<file path="config.mk">
export PLATFORM = sky130hd
export DESIGN_NAME = row_matrix_display_flat
export DESIGN_NICKNAME = d
export VERILOG_FILES = /design/src/rtl/row_matrix_display_if.sv /design/src/rtl/row_matrix_display.sv /design/src/flat_wrapper.sv
export SDC_FILE = /design/constraint.sdc
export NUM_CORES = 1
export LEC_CHECK = 0
export BUFFER_PORTS_ARGS = -buffer_cell sky130_fd_sc_hd__buf_2
export CORE_ASPECT_RATIO = 0.75
export CORE_MARGIN = 3
export CORE_UTILIZATION = 40
export CTS_CLUSTER_DIAMETER = 60
export DETAILED_ROUTE_END_ITERATION = 12
export PLACE_DENSITY_LB_ADDON = 0.08
export SLEW_MARGIN = 15
export SYNTH_ARGS = -nofsm -noshare
export SYNTH_HDL_FRONTEND = slang
export SYNTH_SLANG_ARGS = --single-unit
</file>
<file path="constraint.sdc">
create_clock -name clk -period 6.21 [get_ports clk]
set_input_delay 1.863 -clock clk [delete_from_list [all_inputs] [get_ports clk]]
set_output_delay 1.863 -clock clk [all_outputs]
set_load 0.05 [all_outputs]
</file>
<file path="src/rtl/row_matrix_display_if.sv">
// Row-write and display bus between the stacker game FSM and the matrix display.
// Latency: not applicable (signal bundle only).
// Backpressure: none; the display accepts a write every cycle.
interface row_matrix_display_if;
  logic [7:0] val;
  logic [2:0] rowIndex;
  logic       writeStrobe;
  logic       clrarray;
  logic [2:0] state;
  logic [2:0] rd_index;
  logic [7:0] rd_data;
  logic [7:0] row_n;
  logic [7:0] col;
  logic       frame_tick;

  modport master (
    output val, rowIndex, writeStrobe, clrarray, state, rd_index,
    input  rd_data, row_n, col, frame_tick
  );

  modport slave (
    input  val, rowIndex, writeStrobe, clrarray, state, rd_index,
    output rd_data, row_n, col, frame_tick
  );
endinterface

</file>
<file path="src/rtl/row_matrix_display.sv">
// 8x8 playfield store with row-multiplexed LED scan-out and WIN/LOSE blink.
// Latency: writes reach rd_data/col within 1-2 cycles; row_n/col lag scan_row by 1.
// Backpressure: none; every write and clear is accepted on the cycle it is presented.
module row_matrix_display #(
  parameter int SCAN_DIV     = 50000,
  parameter int BLINK_FRAMES = 32
) (
  input  logic                 clk,
  input  logic                 reset,
  row_matrix_display_if.slave  bus
);

  localparam int DIV_W = (SCAN_DIV > 2) ? $clog2(SCAN_DIV) : 1;
  localparam int FC_W  = (BLINK_FRAMES > 1) ? $clog2(BLINK_FRAMES) : 1;
  localparam logic [DIV_W-1:0] DIV_LAST = DIV_W'(SCAN_DIV - 1);
  localparam logic [FC_W-1:0]  FC_LAST  = FC_W'(BLINK_FRAMES - 1);

  typedef enum logic {SHOW = 1'b0, BLANK = 1'b1} blink_t;

  logic [7:0]       r_mem [8];
  logic [7:0]       r_rd_data;
  logic [DIV_W-1:0] r_div_cnt;
  logic [2:0]       r_scan_row;
  logic [7:0]       r_row_n;
  logic [7:0]       r_col;
  logic             r_frame_tick;
  logic [FC_W-1:0]  r_frame_cnt;
  blink_t           r_blink;

  logic             w_row_step;
  logic             w_frame_wrap;
  logic             w_blink_en;
  logic [7:0]       w_row_onehot;
  blink_t           w_blink_next;
  logic [FC_W-1:0]  w_frame_cnt_next;

  assign w_row_step   = (r_div_cnt == DIV_LAST);
  assign w_frame_wrap = w_row_step && (r_scan_row == 3'd7);
  assign w_blink_en   = (bus.state == 3'b101) || (bus.state == 3'b111);
  assign w_row_onehot = 8'h01 << r_scan_row;

  // Playfield storage: clear beats write, so a strobe during clrarray is dropped.
  always_ff @(posedge clk) begin
    if (reset || bus.clrarray) begin
      for (int k = 0; k < 8; k++) begin
        r_mem[k] <= '0;
      end
    end else if (bus.writeStrobe) begin
      r_mem[bus.rowIndex] <= bus.val;
    end
  end

  // Registered readback of the selected row.
  always_ff @(posedge clk) begin
    if (reset) begin
      r_rd_data <= '0;
    end else begin
      r_rd_data <= r_mem[bus.rd_index];
    end
  end

  // Row prescaler and scan row pointer; frame_tick marks the 7->0 wrap.
  always_ff @(posedge clk) begin
    if (reset) begin
      r_div_cnt    <= '0;
      r_scan_row   <= '0;
      r_frame_tick <= 1'b0;
    end else begin
      r_frame_tick <= w_frame_wrap;
      if (w_row_step) begin
        r_div_cnt  <= '0;
        r_scan_row <= r_scan_row + 3'd1;
      end else begin
        r_div_cnt  <= r_div_cnt + 1'b1;
      end
    end
  end

  // Registered matrix drive; all rows off during reset, column data blanked in BLANK.
  always_ff @(posedge clk) begin
    if (reset) begin
      r_row_n <= 8'hFF;
      r_col   <= 8'h00;
    end else begin
      r_row_n <= ~w_row_onehot;
      r_col   <= (r_blink == BLANK) ? 8'h00 : r_mem[r_scan_row];
    end
  end

  // Blink state register.
  always_ff @(posedge clk) begin
    if (reset) begin
      r_blink     <= SHOW;
      r_frame_cnt <= '0;
    end else begin
      r_blink     <= w_blink_next;
      r_frame_cnt <= w_frame_cnt_next;
    end
  end

  // Blink next-state: count frames while in WIN/LOSE, snap back to SHOW otherwise.
  always_comb begin
    w_blink_next     = r_blink;
    w_frame_cnt_next = r_frame_cnt;
    if (!w_blink_en) begin
      w_blink_next     = SHOW;
      w_frame_cnt_next = '0;
    end else if (w_frame_wrap) begin
      if (r_frame_cnt == FC_LAST) begin
        w_frame_cnt_next = '0;
        w_blink_next     = (r_blink == SHOW) ? BLANK : SHOW;
      end else begin
        w_frame_cnt_next = r_frame_cnt + 1'b1;
      end
    end
  end

  assign bus.rd_data    = r_rd_data;
  assign bus.row_n      = r_row_n;
  assign bus.col        = r_col;
  assign bus.frame_tick = r_frame_tick;

endmodule

</file>
<file path="src/flat_wrapper.sv">
// flat-port wrapper written by rule: the top's interface ports become plain ports
module row_matrix_display_flat 
#(
  parameter int SCAN_DIV     = 50000,
  parameter int BLINK_FRAMES = 32
)
  (clk, reset, bus_val, bus_rowIndex, bus_writeStrobe, bus_clrarray, bus_state, bus_rd_index, bus_rd_data, bus_row_n, bus_col, bus_frame_tick);
  row_matrix_display_if bus_i ();
  input  logic clk;
  input  logic reset;
  input wire logic [$bits(bus_i.val)-1:0] bus_val;
  input wire logic [$bits(bus_i.rowIndex)-1:0] bus_rowIndex;
  input wire logic [$bits(bus_i.writeStrobe)-1:0] bus_writeStrobe;
  input wire logic [$bits(bus_i.clrarray)-1:0] bus_clrarray;
  input wire logic [$bits(bus_i.state)-1:0] bus_state;
  input wire logic [$bits(bus_i.rd_index)-1:0] bus_rd_index;
  output wire logic [$bits(bus_i.rd_data)-1:0] bus_rd_data;
  output wire logic [$bits(bus_i.row_n)-1:0] bus_row_n;
  output wire logic [$bits(bus_i.col)-1:0] bus_col;
  output wire logic [$bits(bus_i.frame_tick)-1:0] bus_frame_tick;
  assign bus_i.val = bus_val;
  assign bus_i.rowIndex = bus_rowIndex;
  assign bus_i.writeStrobe = bus_writeStrobe;
  assign bus_i.clrarray = bus_clrarray;
  assign bus_i.state = bus_state;
  assign bus_i.rd_index = bus_rd_index;
  assign bus_rd_data = bus_i.rd_data;
  assign bus_row_n = bus_i.row_n;
  assign bus_col = bus_i.col;
  assign bus_frame_tick = bus_i.frame_tick;
  row_matrix_display #(.SCAN_DIV(SCAN_DIV), .BLINK_FRAMES(BLINK_FRAMES)) u_core (.clk(clk), .reset(reset), .bus(bus_i));
endmodule
</file>
==> results_dict.tcl, run 1 <==
set metrics [dict create \
    p_leak_nw 2.375 \
    drt_iter0_markers 236 \
    place_area_um2 5595 \
    cap_violations 0 \
    cts_tree "done" \
    power.density_nw_per_um2 322.1 \
    final_max_slew_viol_count 0 \
    routedWlPerCell_um 19.70 \
    path_class "in2reg" \
    skew_ps 10.19 \
    postRouteAntennaNets 0 \
    ctsHoldBuffers 0 \
    n_antenna_cell 0 \
    mostFrequentLayoutCells "and2_1, edfxtp_1, dfxtp_1, buf_2, nor2_1" \
    cts_buffers 17 \
    design_area_um2 6218 \
    clkTransAtPathRegs_ps 50 \
    viasPerCell 5.235 \
    setup_viol 0 \
    yosysSeqAreaShare_pct 56.49 \
    synth_area_per_cell_um2 12.87 \
    max_freq_mhz 255.4 \
    hold_class "reg2reg" \
    ios 46 \
    overflow 0 \
    drc 0 \
    syn_inst 402 \
    relSlewSlack_pct 26.11 \
    cts.path.max_buffers 2 \
    area_growth_pct 20.19 \
    synth_cell_types 33 \
    syn_area_um2 5174 \
    layout.nets 488 \
    dr.pass1.iters 4 \
    hold_ws_ps 469.7 \
    std_cell_rows 35 \
    hold_viol 0 \
    end_kind "flip-flop" \
    tns_ps 0 \
    antenna_found_initial 0 \
    outcome "complete, no violations" \
    post-route-min-period_ps 3915 \
    core_um2 12480 \
    ys_warn_count 0 \
    routabilityCongestion 0.7628 \
    peakVddDrop_v 0.0002459 \
    clock-sinks 114 \
    fp.dieW_um 137.3 \
    initial_core_util_pct 41.45 \
    num_vias 3335 \
    grt_pass1_vias 3388 \
    rsz0062_at_grt "false" \
    grt_use_total_pct 18.96 \
    worstSetupStartpointType "primary input" \
    post-cts-setup-buffers 0 \
    r2r_slack_ps 3950 \
    drive_gt1_share_pct 24.84 \
    cts_root_buf "clkbuf_16" \
    cp.required_ps 6240 \
    finalCritPeriodShare_pct 63.04 \
    ys_ff_latch 114 \
    die_y_um 104.5 \
    cp_max_fo 20 \
    syn-num-nets 432 \
    grt_max_degree 21 \
    clk_latency_ps 410 \
    dieArea_um2 14350 \
    io_buffers 44 \
    post-dp-hpwl_um 8617 \
    htreeDepth 4 \
    wl_um 12550 \
    grt_pass1_wl_um 19550 \
    crit_arrival_ps 3940 \
    worstMarginPinSlew_ps 1097 \
    nFillCells 1096 \
    post_cts_resized 0 \
]
sequential cells by signal, indices dropped and copies added (netlist names):
register / cells
u_core.bus.col: 8
u_core.bus.row_n: 8
u_core.r_frame_cnt: 5
u_core.r_blink: 1
u_core.r_mem: 64
u_core.r_scan_row: 3
u_core.bus.rd_data: 8
u_core.bus.frame_tick: 1
u_core.r_div_cnt: 16
logic make-up (layout without fill, tap and decap cells):
kind of cell | count (synthesis) | after routing | share of synthesized area (%)
simple gates | 177 | 177 | 18.84
flops | 114 | 114 | 56.49
mux | 43 | 43 | 16.06
compound gates | 23 | 23 | 2.249
buf+inv | 21 | 90 | 1.644
xor+xnor | 15 | 15 | 2.539
fa+ha+maj | 9 | 9 | 2.177
worst paths after layout:
check	to	start	cells after the start
setup reg to reg	u_core.r_frame_cnt[3]	u_core.r_scan_row[0]	7
setup / recovery	u_core.r_mem[6][3]	reset	4
hold / removal	u_core.r_div_cnt[0]	u_core.r_div_cnt[0]	1
hold reg to reg	u_core.r_div_cnt[0]	u_core.r_div_cnt[0]	1
per-layer routing:
layer	global-route usage, %	vias up	part of all wire [%]
met5	0	-	0
met3	4.594	11	5.4
met2	26.73	103	44
met4	6.197	0	0.92
li1	-	1575	-
met1	28.59	1646	50
where the power goes:
group / internal [mW] / total, mW / leakage [nW] / switching, mW
Clock: 0.704 / 1.03 / 0.297 / 0.331
Sequential: 0.830 / 0.850 / 1.10 / 0.0200
Combinational: 0.0437 / 0.118 / 0.974 / 0.0744
Total: 1.58 / 2.00 / 2.37 / 0.426
area by class of cell:
class	instances	area, um2	area share, %
clock buffer	19	432.9	6.962
clock inverter	13	190.2	3.058
inverter	7	26.28	0.4225
multi-input combinational	267	2166	34.83
sequential	114	2923	47.00
tap	166	207.7	3.340
timing repair buffer	51	272.8	4.386
worst max-delay path: stages:
cell and delay [ps]:
buf_2 240, nor2_1 570, nand3b_1 320, o21ai_0 940
metrics by stage:
stage                     power, mW  setup slack (ps)  std cells  utilization [%]
after global routing          2.069              2059        637            49.82
final                         2.003              2295        637            49.82
after global placement       0.9803              1972        605            44.83
after floorplan              0.9347              2746        402                -
after detailed placement     0.9836              1882        605            44.83
after CTS                     2.018              2323        637            49.82
synthesized netlist by cell type (all sizes together):
cell	count	area, um2
nand4	5	46.29
buf	8	36.28
mux4	32	720.7
and3	3	18.77
or3	2	15.01
dfxtp	50	1001
nor3	5	25.02
clkbuf	6	22.52
a31oi	1	6.260
inv	6	22.52
nor4	4	25.02
and4bb	2	25.02
or4	1	7.510
o21ai	9	45.04
or2	2	12.51
clkinv	1	3.750
or4b	1	10.01
ha	9	112.6
nor4b	1	23.77
mux2i	11	110.1
and4	1	8.760
xnor2	13	113.9
nand3b	2	15.01
edfxtp	64	1922
xor2	2	17.52
and2	64	400.4
a21oi	13	65.06
nand2b	7	43.79
nand2	28	105.1
nor2	42	157.7
nand3	7	35.03
(Power assumes the default switching activity.)
==> run 2: changes to the inputs <==
- clock period: 6.21 -> 3.65 ns (I/O delays scaled with it)
==> run 2 against run 1 <==
  * Cell count grew 1.1%
  * Setup slack got worse by 1400 ps
  * First-iteration DRC count down 19%
  * Sequential share of layout area down 0.46 points
  * Final area rose by 0.99%
  * Critical path type unchanged
  * Critical endpoint is now u_core.r_mem[1][2]
==> results_dict.tcl, run 2 (synthesis results as in run 1) <==
set metrics [dict create \
    setup_ws_ps 933.2 \
    worstSetupStartpointType "primary input" \
    largest_register_ffs 64 \
    post_cts_resized 0 \
    postRouteAntennaNets 0 \
    path_depth 6 \
    clkTransAtPathRegs_ps 50 \
    worstHoldStart "u_core.r_div_cnt[0]" \
    setup_viol 0 \
    cts.path.max_buffers 2 \
    layout.nets 495 \
    n_antenna_cell 0 \
    drc 0 \
    peakVddDrop_v 0.0003435 \
    ctsHoldBuffers 0 \
    cp_slowest_stage_delay_ps 440 \
    wl_um 12250 \
    antenna_found_initial 0 \
    post-dp-hpwl_um 8654 \
    dieArea_um2 14350 \
    viasPerCell 5.151 \
    end_kind "flip-flop" \
    fp.dieW_um 137.3 \
    ios 46 \
    cp.required_ps 3690 \
    nFillCells 1082 \
    dp_worst_setup_slack_ps 577.5 \
    outcome "complete, no violations" \
    area_growth_pct 21.38 \
    rsz0062_at_grt "false" \
    max_freq_mhz 368.1 \
    initial_core_util_pct 41.45 \
    clock-sinks 114 \
    drive_gt1_share_pct 26.78 \
    tns_ps 0 \
    cp_max_fo 9 \
    path_class "in2reg" \
    rr_endpoint "u_core.r_frame_cnt[3]" \
    p_leak_nw 2.428 \
    skew_ps 8.100 \
    overflow 0 \
    cp-endpoint "u_core.r_mem[1][2]" \
    post-cts-setup-buffers 0 \
    r2r_start "u_core.r_scan_row[0]" \
    crit_path_top_delay_cell "nor2_1" \
    cts_tree "done" \
    grt_pass1_vias 3365 \
    grt_use_total_pct 18.37 \
    die_y_um 104.5 \
    cap_violations 0 \
    post-route-min-period_ps 2717 \
    r2r_slack_ps 1350 \
    clk_latency_ps 410 \
    final_max_slew_viol_count 0 \
    worstMarginPinSlew_ps 625.6 \
    grt_max_degree 21 \
    htreeDepth 4 \
    mostFrequentLayoutCells "and2_1, edfxtp_1, dfxtp_1, buf_2, nor2_1" \
    reg2reg_depth 7 \
    io_buffers 44 \
    std_cell_rows 35 \
    num_vias 3317 \
    drt_iter0_markers 192 \
    reg_top3 "u_core.r_mem x64, u_core.r_div_cnt x16" \
    crit_arrival_ps 2760 \
    grt_pass1_wl_um 19350 \
    cp_top_family "simple AND/OR/NAND/NOR gates" \
    startpoint "bus_clrarray" \
    hold_viol 0 \
    routabilityCongestion 0.7767 \
    routedWlPerCell_um 19.02 \
    core_um2 12480 \
    path_cells "buf_2 -> nor2_1 -> nand3_1 -> nor3_1 -> buf_4 -> nand2b_1" \
    top_register "u_core.r_mem" \
    hold_depth 1 \
    cts_root_buf "clkbuf_16" \
    power.density_nw_per_um2 536.8 \
    finalCritPeriodShare_pct 74.43 \
    path_buf_inv 2 \
    relSlewSlack_pct 58.14 \
    hold_class "reg2reg" \
    dr.pass1.iters 4 \
    cts_buffers 17 \
]
-- run 2: changes by cell type in the layout (fill, tap and decap cells not counted) --
cell        change
o21ai_0         +1
o21ai_1         -1
buf_4           +7
clkinv_1        -4
clkinvlp_4      -2
bufinv_16       -4
inv_4           +2
clkinv_2        +1
clkbuf_8        +3
clkbuf_16       +4
-- run 2: report_power, final --
part           internal (mW)  leakage, nW  switching, mW
Clock                   1.15        0.318          0.574
Sequential              1.41         1.10         0.0268
Combinational         0.0793         1.01          0.128
Total                   2.64         2.43          0.729
-- run 2: worst min-delay path by stage --
stage / endpoint / slack (ps)
final: u_core.r_div_cnt[0] / 460
after global routing: u_core.r_div_cnt[0] / 500
after CTS: u_core.r_div_cnt[0] / 460
after detailed placement: u_core.r_div_cnt[0] / 450
after global placement: u_core.r_div_cnt[0] / 440
after floorplan: u_core.r_div_cnt[0] / 430
-- run 2: through the flow --
| stage | area, um2 | instances | hold WS (ps) | power (mW) | utilization [%] |
|---|---|---|---|---|---|
| floorplan | 5174 | 402 | 429.9 | 1.590 | - |
| global placement | 5648 | 612 | 441.7 | 1.671 | 45.25 |
| detailed placement | 5648 | 612 | 449.8 | 1.675 | 45.25 |
| CTS | 6280 | 644 | 463.9 | 3.403 | 50.32 |
| global route | 6280 | 644 | 498.6 | 3.481 | 50.32 |
| finish | 6280 | 644 | 458.5 | 3.371 | 50.32 |
-- run 2: cell type report --
class                      instances  area, um2  share of cell area, %
sequential                       114       2923                  46.54
clock inverter                     6      57.56                 0.9165
tap                              166      207.7                  3.307
clock buffer                      26      574.3                  9.145
inverter                           7      26.28                 0.4184
timing repair buffer              58      325.3                  5.180
multi-input combinational        267       2166                  34.49
-- run 2: per-layer routing --
layer  part of all wire, %  wire length (um)  global-route usage [%]
met5                     0                 0                       0
met4                  0.71                87                   3.846
met3                   5.7               702                   5.803
met2                    44              5379                   26.56
met1                    50              6077                   27.18
